===== src/rtl/regfile_pkg.sv =====
// Shared defaults and types for the multi-port register file.
package regfile_pkg;

  localparam int DEF_ADDR_WIDTH = 5;
  localparam int DEF_REG_DATA_W = 32;

  typedef logic [DEF_ADDR_WIDTH-1:0] reg_addr_t;
  typedef logic [DEF_REG_DATA_W-1:0] reg_data_t;

endpackage


===== src/rtl/regfile_scoreboard.sv =====
// Per-register busy bits: reservations set, writebacks clear, set wins on a tie.
module regfile_scoreboard
  import regfile_pkg::*;
#(
  parameter int ADDR_WIDTH = DEF_ADDR_WIDTH,
  parameter int NUM_RD     = 2,
  parameter int NUM_WR     = 1,
  parameter int ZERO_REG   = 1
) (
  input  logic                                clk,
  input  logic                                ares,
  input  logic [NUM_WR-1:0]                   we,
  input  logic [NUM_WR-1:0][ADDR_WIDTH-1:0]   wa,
  input  logic                                rsv_en,
  input  logic [ADDR_WIDTH-1:0]               rsv_addr,
  input  logic [NUM_RD-1:0][ADDR_WIDTH-1:0]   ra,
  input  logic [NUM_RD-1:0]                   rd_hit,
  output logic [NUM_RD-1:0]                   rbusy
);

  localparam int DEPTH = 2**ADDR_WIDTH;

  logic [DEPTH-1:0] busy;
  logic [DEPTH-1:0] busy_nxt;
  logic             rsv_ok;

  assign rsv_ok = rsv_en && !(ZERO_REG != 0 && rsv_addr == '0);

  // Clears first, then the set, so a new producer overrides the retiring one.
  always_comb begin
    busy_nxt = busy;
    for (int p = 0; p < NUM_WR; p++)
      if (we[p]) busy_nxt[wa[p]] = 1'b0;
    if (rsv_ok) busy_nxt[rsv_addr] = 1'b1;
  end

  always_ff @(posedge clk or negedge ares) begin
    if (!ares) busy <= '0;
    else       busy <= busy_nxt;
  end

  // rd_hit is only ever set when bypass is enabled: forwarded data resolves the hazard.
  always_comb begin
    rbusy = '0;
    for (int i = 0; i < NUM_RD; i++)
      rbusy[i] = busy[ra[i]] & ~rd_hit[i];
  end

endmodule


===== src/rtl/regfile_mp.sv =====
// Multi-port register file with hardwired x0, write-to-read bypass and busy scoreboard.
module regfile_mp
  import regfile_pkg::*;
#(
  parameter int ADDR_WIDTH = DEF_ADDR_WIDTH,
  parameter int REG_DATA_W = DEF_REG_DATA_W,
  parameter int NUM_RD     = 2,
  parameter int NUM_WR     = 1,
  parameter int ZERO_REG   = 1,
  parameter int BYPASS     = 1
) (
  input  logic                           clk,
  input  logic                           ares,
  input  logic [NUM_WR-1:0]              wen,
  input  logic [NUM_WR*ADDR_WIDTH-1:0]   waddr,
  input  logic [NUM_WR*REG_DATA_W-1:0]   wdata,
  input  logic [NUM_RD*ADDR_WIDTH-1:0]   raddr,
  output logic [NUM_RD*REG_DATA_W-1:0]   rdata,
  output logic [NUM_RD-1:0]              rbusy,
  input  logic                           rsv_en,
  input  logic [ADDR_WIDTH-1:0]          rsv_addr,
  output logic                           wr_clash
);

  localparam int DEPTH = 2**ADDR_WIDTH;

  logic [NUM_WR-1:0][ADDR_WIDTH-1:0] wa;
  logic [NUM_WR-1:0][REG_DATA_W-1:0] wd;
  logic [NUM_RD-1:0][ADDR_WIDTH-1:0] ra;
  logic [NUM_RD-1:0][REG_DATA_W-1:0] rd;
  logic [NUM_WR-1:0]                 we;
  logic [NUM_RD-1:0]                 rd_hit;
  logic                              clash;
  logic [REG_DATA_W-1:0]             mem [DEPTH];

  assign wa    = waddr;
  assign wd    = wdata;
  assign ra    = raddr;
  assign rdata = rd;

  // Writes to x0 are dropped here so they neither store, bypass, clash nor clear busy.
  always_comb begin
    we = '0;
    for (int p = 0; p < NUM_WR; p++)
      we[p] = wen[p] && !(ZERO_REG != 0 && wa[p] == '0);
  end

  always_comb begin
    clash = 1'b0;
    for (int p = 0; p < NUM_WR; p++)
      for (int q = p + 1; q < NUM_WR; q++)
        if (we[p] && we[q] && wa[p] == wa[q]) clash = 1'b1;
  end

  // Ascending port order: the highest-index port's assignment lands last and wins.
  always_ff @(posedge clk or negedge ares) begin
    if (!ares) begin
      for (int i = 0; i < DEPTH; i++) mem[ADDR_WIDTH'(i)] <= '0;
    end else begin
      for (int p = 0; p < NUM_WR; p++)
        if (we[p]) mem[wa[p]] <= wd[p];
    end
  end

  always_ff @(posedge clk or negedge ares) begin
    if (!ares) wr_clash <= 1'b0;
    else       wr_clash <= clash;
  end

  for (genvar i = 0; i < NUM_RD; i++) begin : g_rd
    logic [REG_DATA_W-1:0] val;
    logic                  hit;
    // Reset gating keeps bypass from leaking write data while ares is held.
    always_comb begin
      val = mem[ra[i]];
      hit = 1'b0;
      if (BYPASS != 0)
        for (int p = 0; p < NUM_WR; p++)
          if (we[p] && wa[p] == ra[i]) begin
            val = wd[p];
            hit = 1'b1;
          end
      if (ZERO_REG != 0 && ra[i] == '0) val = '0;
      if (!ares) val = '0;
    end
    assign rd[i]     = val;
    assign rd_hit[i] = hit;
  end

  regfile_scoreboard #(
    .ADDR_WIDTH (ADDR_WIDTH),
    .NUM_RD     (NUM_RD),
    .NUM_WR     (NUM_WR),
    .ZERO_REG   (ZERO_REG)
  ) u_sb (
    .clk      (clk),
    .ares     (ares),
    .we       (we),
    .wa       (wa),
    .rsv_en   (rsv_en),
    .rsv_addr (rsv_addr),
    .ra       (ra),
    .rd_hit   (rd_hit),
    .rbusy    (rbusy)
  );

endmodule


===== config.mk =====
export PLATFORM = sky130hd
export DESIGN_NAME = regfile_mp
export DESIGN_NICKNAME = d
export VERILOG_FILES = /design/src/rtl/regfile_pkg.sv /design/src/rtl/regfile_scoreboard.sv /design/src/rtl/regfile_mp.sv
export SDC_FILE = /design/constraint.sdc
export NUM_CORES = 2
export LEC_CHECK = 0
export CAP_MARGIN = 5
export CORE_MARGIN = 2
export CORE_UTILIZATION = 25
export DETAILED_ROUTE_END_ITERATION = 8
export SYNTH_ARGS = -nofsm -noshare
export SYNTH_HDL_FRONTEND = slang
export SYNTH_SLANG_ARGS = --single-unit

===== constraint.sdc =====
create_clock -name clk -period 3 [get_ports clk]
set_clock_uncertainty 0.1 [all_clocks]
set_input_delay 0.3 -clock clk [delete_from_list [all_inputs] [get_ports clk]]
set_output_delay 0.3 -clock clk [all_outputs]
set_load 0.01 [all_outputs]

==> impl_results.md <==
* Crit Path Class: register to output pin
* Status: finished with violations
* Starting Density at 0.251
* Antenna Nets Post-Route at 0
* Critical path endpoint category: output pin
* Tot GR Track Use at 0.180
* VDD IR-drop max at 0.000420 V
* WL final at 201 mm
* Most common cell in the netlist: dfrtp_1
* Synth area leaders: edfxtp_1, dfrtp_1, mux4_2
* Synth Area per Inst at 15.7 sq um
* Vias in the first global route at 37.3k
* CTS H-tree depth at 3
* Initial antenna violation count at 9
* Final hold vios at 0
* Residual DRC count at 0
* CP required at 2.60 ns
* RSZ-0062 raised after global routing: yes
* Synth Net Count at 3,479
* Seq/Total Area, Yosys at 0.538
* Share of layout cells above drive strength 1 at 0.501
* Post-Syn Instances at 3,423
* Post-synth top flop: dfrtp_1
* Post-synthesis cell type count at 63
* Clk slew on worst S/H paths at 0.06 ns
* Clock network fraction of total power at 0.360
* First-pass GRT wire length at 284 mm
* Fin crit share at 1.07
* Filler instances at 20.9k
* Core area at 0.214 sq mm
* Max Freq at 0.313 GHz
* Worst Hold Slack at 0.104 ns
* Design internal power at 28.6 mW
* Mapped Area at 0.0539 sq mm
* Endpoints failing setup at 25
* Cell type with the largest total area after synthesis: edfxtp_1
* Initial DRC count at 3,331
* Hold_sp: waddr[4]
* Placer Congestion at 0.927
* Largest net degree at the start of global routing at 141
* Min-Delay Path Class: primary input to register
* DR vias/cell at 5.38
* WHS Path Cells at 5
* Leak pwr at 26.3 nW
* Final #Nets at 3,959
* DP HPWL at 133 mm
* Number of flops mapped to enable cells by yosys at 512
* Hold EP: u_sb.busy[31]
* Wire per inst at 29.4 um
* Seq pwr share at 0.451
* CTS tree: yes
* Max_slew headroom at 0.280
* Num ports at 123
* Dpl cells at 6,574
* Die area at 0.219 sq mm
* Port-buffer cells at 121
* Remaining global-route overflow at 0
* Non-filler cells, final at 6,835
* Crit path max fanout at 3
* Sw Share at 0.266
* CTS max path bufs at 3
* Async SR Flop Fraction at 0.515
* Area grow syn2layout at 27.3%
* Switching power total at 10.4 mW
* Synthesis-stage register bit count at 1,056
* Min Tclk post-route at 3.20 ns
* Die Ht at 468 um
* Overall power at 39.0 mW
* Final setup margin at -0.195 ns
* Max Slew Vio Count at 0
* Initial DRT Pass Iterations at 6
* Crit path DAT at 2.80 ns
* Root Buffer: clkbuf_16
* Total CTS buffers at 105
* Worst Tran Pin Value at 1.08 ns
* Clock Sink Count at 1,056
* Reg2reg setup slack at 2.00 ns
* Sequential cell area at 0.0290 sq mm
* Die width at 468 um
* Crit Reg-Reg Endpoint: mem[777]
* Reg-to-Reg Start: mem[777]
* Row cnt at 170
* Vias post-DR at 36.8k
* Area taken by multi-input logic gates at 0.0248 sq mm
* Top post-synthesis cells by count: dfrtp_1, edfxtp_1, mux2_2
* Comb pwr share at 0.189
* Crit start category: register
* Violated checks: setup timing
* Warnings from Yosys at 0
* Pwr Density at 569 mW/mm^2
* Worst skew pair latency at 0.72 ns
* Max-Cap Viols at 0
* Reg2reg path depth at 2
* Post-synth top area share at 0.285
flip-flops by register name, summed over array words and instances, names as in the netlist:
signal     cells
mem         1024
u_sb.busy     32
per-stage QoR:
stage / worst slack, ns / cell area [sq um] / setup TNS, ns / utilization
3_3_place_gp: -0.992 / 63000 / -33.22 / 0.294
6_report: -0.195 / 68600 / -1.59 / 0.320
5_1_grt: -0.208 / 68600 / -2.33 / 0.320
4_1_cts: -0.213 / 68100 / -3.06 / 0.317
2_1_floorplan: 0.141 / 53900 / 0 / -
3_5_place_dp: -0.967 / 63000 / -32.64 / 0.294
power groups by stage:
stage          Clock (mW)  Sequential [mW]  Combinational (mW)
2_1_floorplan           0             17.5                4.18
3_3_place_gp            0             17.8                6.71
3_5_place_dp            0             17.9                6.80
4_1_cts              14.2             17.6                7.24
5_1_grt              14.8             17.8                7.76
6_report             14.0             17.6                7.37
cell families (layout without fill, tap and decap cells):
logic type      after synthesis  count (layout)  share of synthesized area
other cells                   1               4                  0.0000696
compound gates              487             487                     0.0630
buf+inv                     365             936                     0.0335
mux                        1239            1239                      0.340
flops                      1056            1056                      0.538
xor+xnor                     10              10                    0.00162
simple gates                265             265                     0.0241
worst max-delay path, stage by stage (launching register included):
cell     delay [ns]
dfrtp_1        0.39
mux4_2         0.49
mux4_2         0.56
a32oi_2        0.28
o21ai_4        0.18
buf_6          0.16
worst max-delay path by stage:
stage | from | slack [ns] | cells after the start | endpoint
after floorplan | waddr[4] | 0.14 | 4 | mem[0]
after detailed placement | waddr[2] | -0.97 | 9 | rdata[51]
after CTS | mem[15] | -0.21 | 6 | rdata[15]
after global placement | waddr[2] | -0.99 | 9 | rdata[51]
after global routing | mem[15] | -0.21 | 6 | rdata[15]
final | mem[768] | -0.20 | 5 | rdata[32]
cell usage in the layout (no fill, tap or decap), types with 42 or more instances in the layout:
cell type,instances
nand2_1,58
clkbuf_16,110
clkdlybuf4s50_1,42
mux2i_1,288
buf_2,44
mux2_2,510
mux4_2,421
nor2_1,45
buf_12,139
buf_4,434
o21ai_0,98
edfxtp_1,512
o22ai_1,54
dfrtp_1,544
area by class of cell:
class                   instances  share of cell area
well taps                    2838              0.0518
clock buffers                 141              0.0432
flip-flops and latches       1056               0.423
inverters                      16            0.000930
diodes                          3            0.000109
multi-input cells            2002               0.361
clock inverters                57             0.00983
repair buffers                722               0.111
what timing repair did:
action,in CTS,in global routing
hold endpoints to repair,60,7
pin swaps,84,55
setup endpoints to repair,66,59
resized for setup,470,101
gates cloned,4,1
buffers inserted,48,23
hold buffers,4,1
per-layer routing:
layer	GRT usage	vias to the layer above	share of wire
met2	0.301	1726	0.48
met1	0.220	19684	0.38
met3	0.0333	526	0.073
li1	-	14815	-
met4	0.0980	6	0.068
met5	0	-	0.00017
Note: power is estimated with default switching activity, not from simulation.
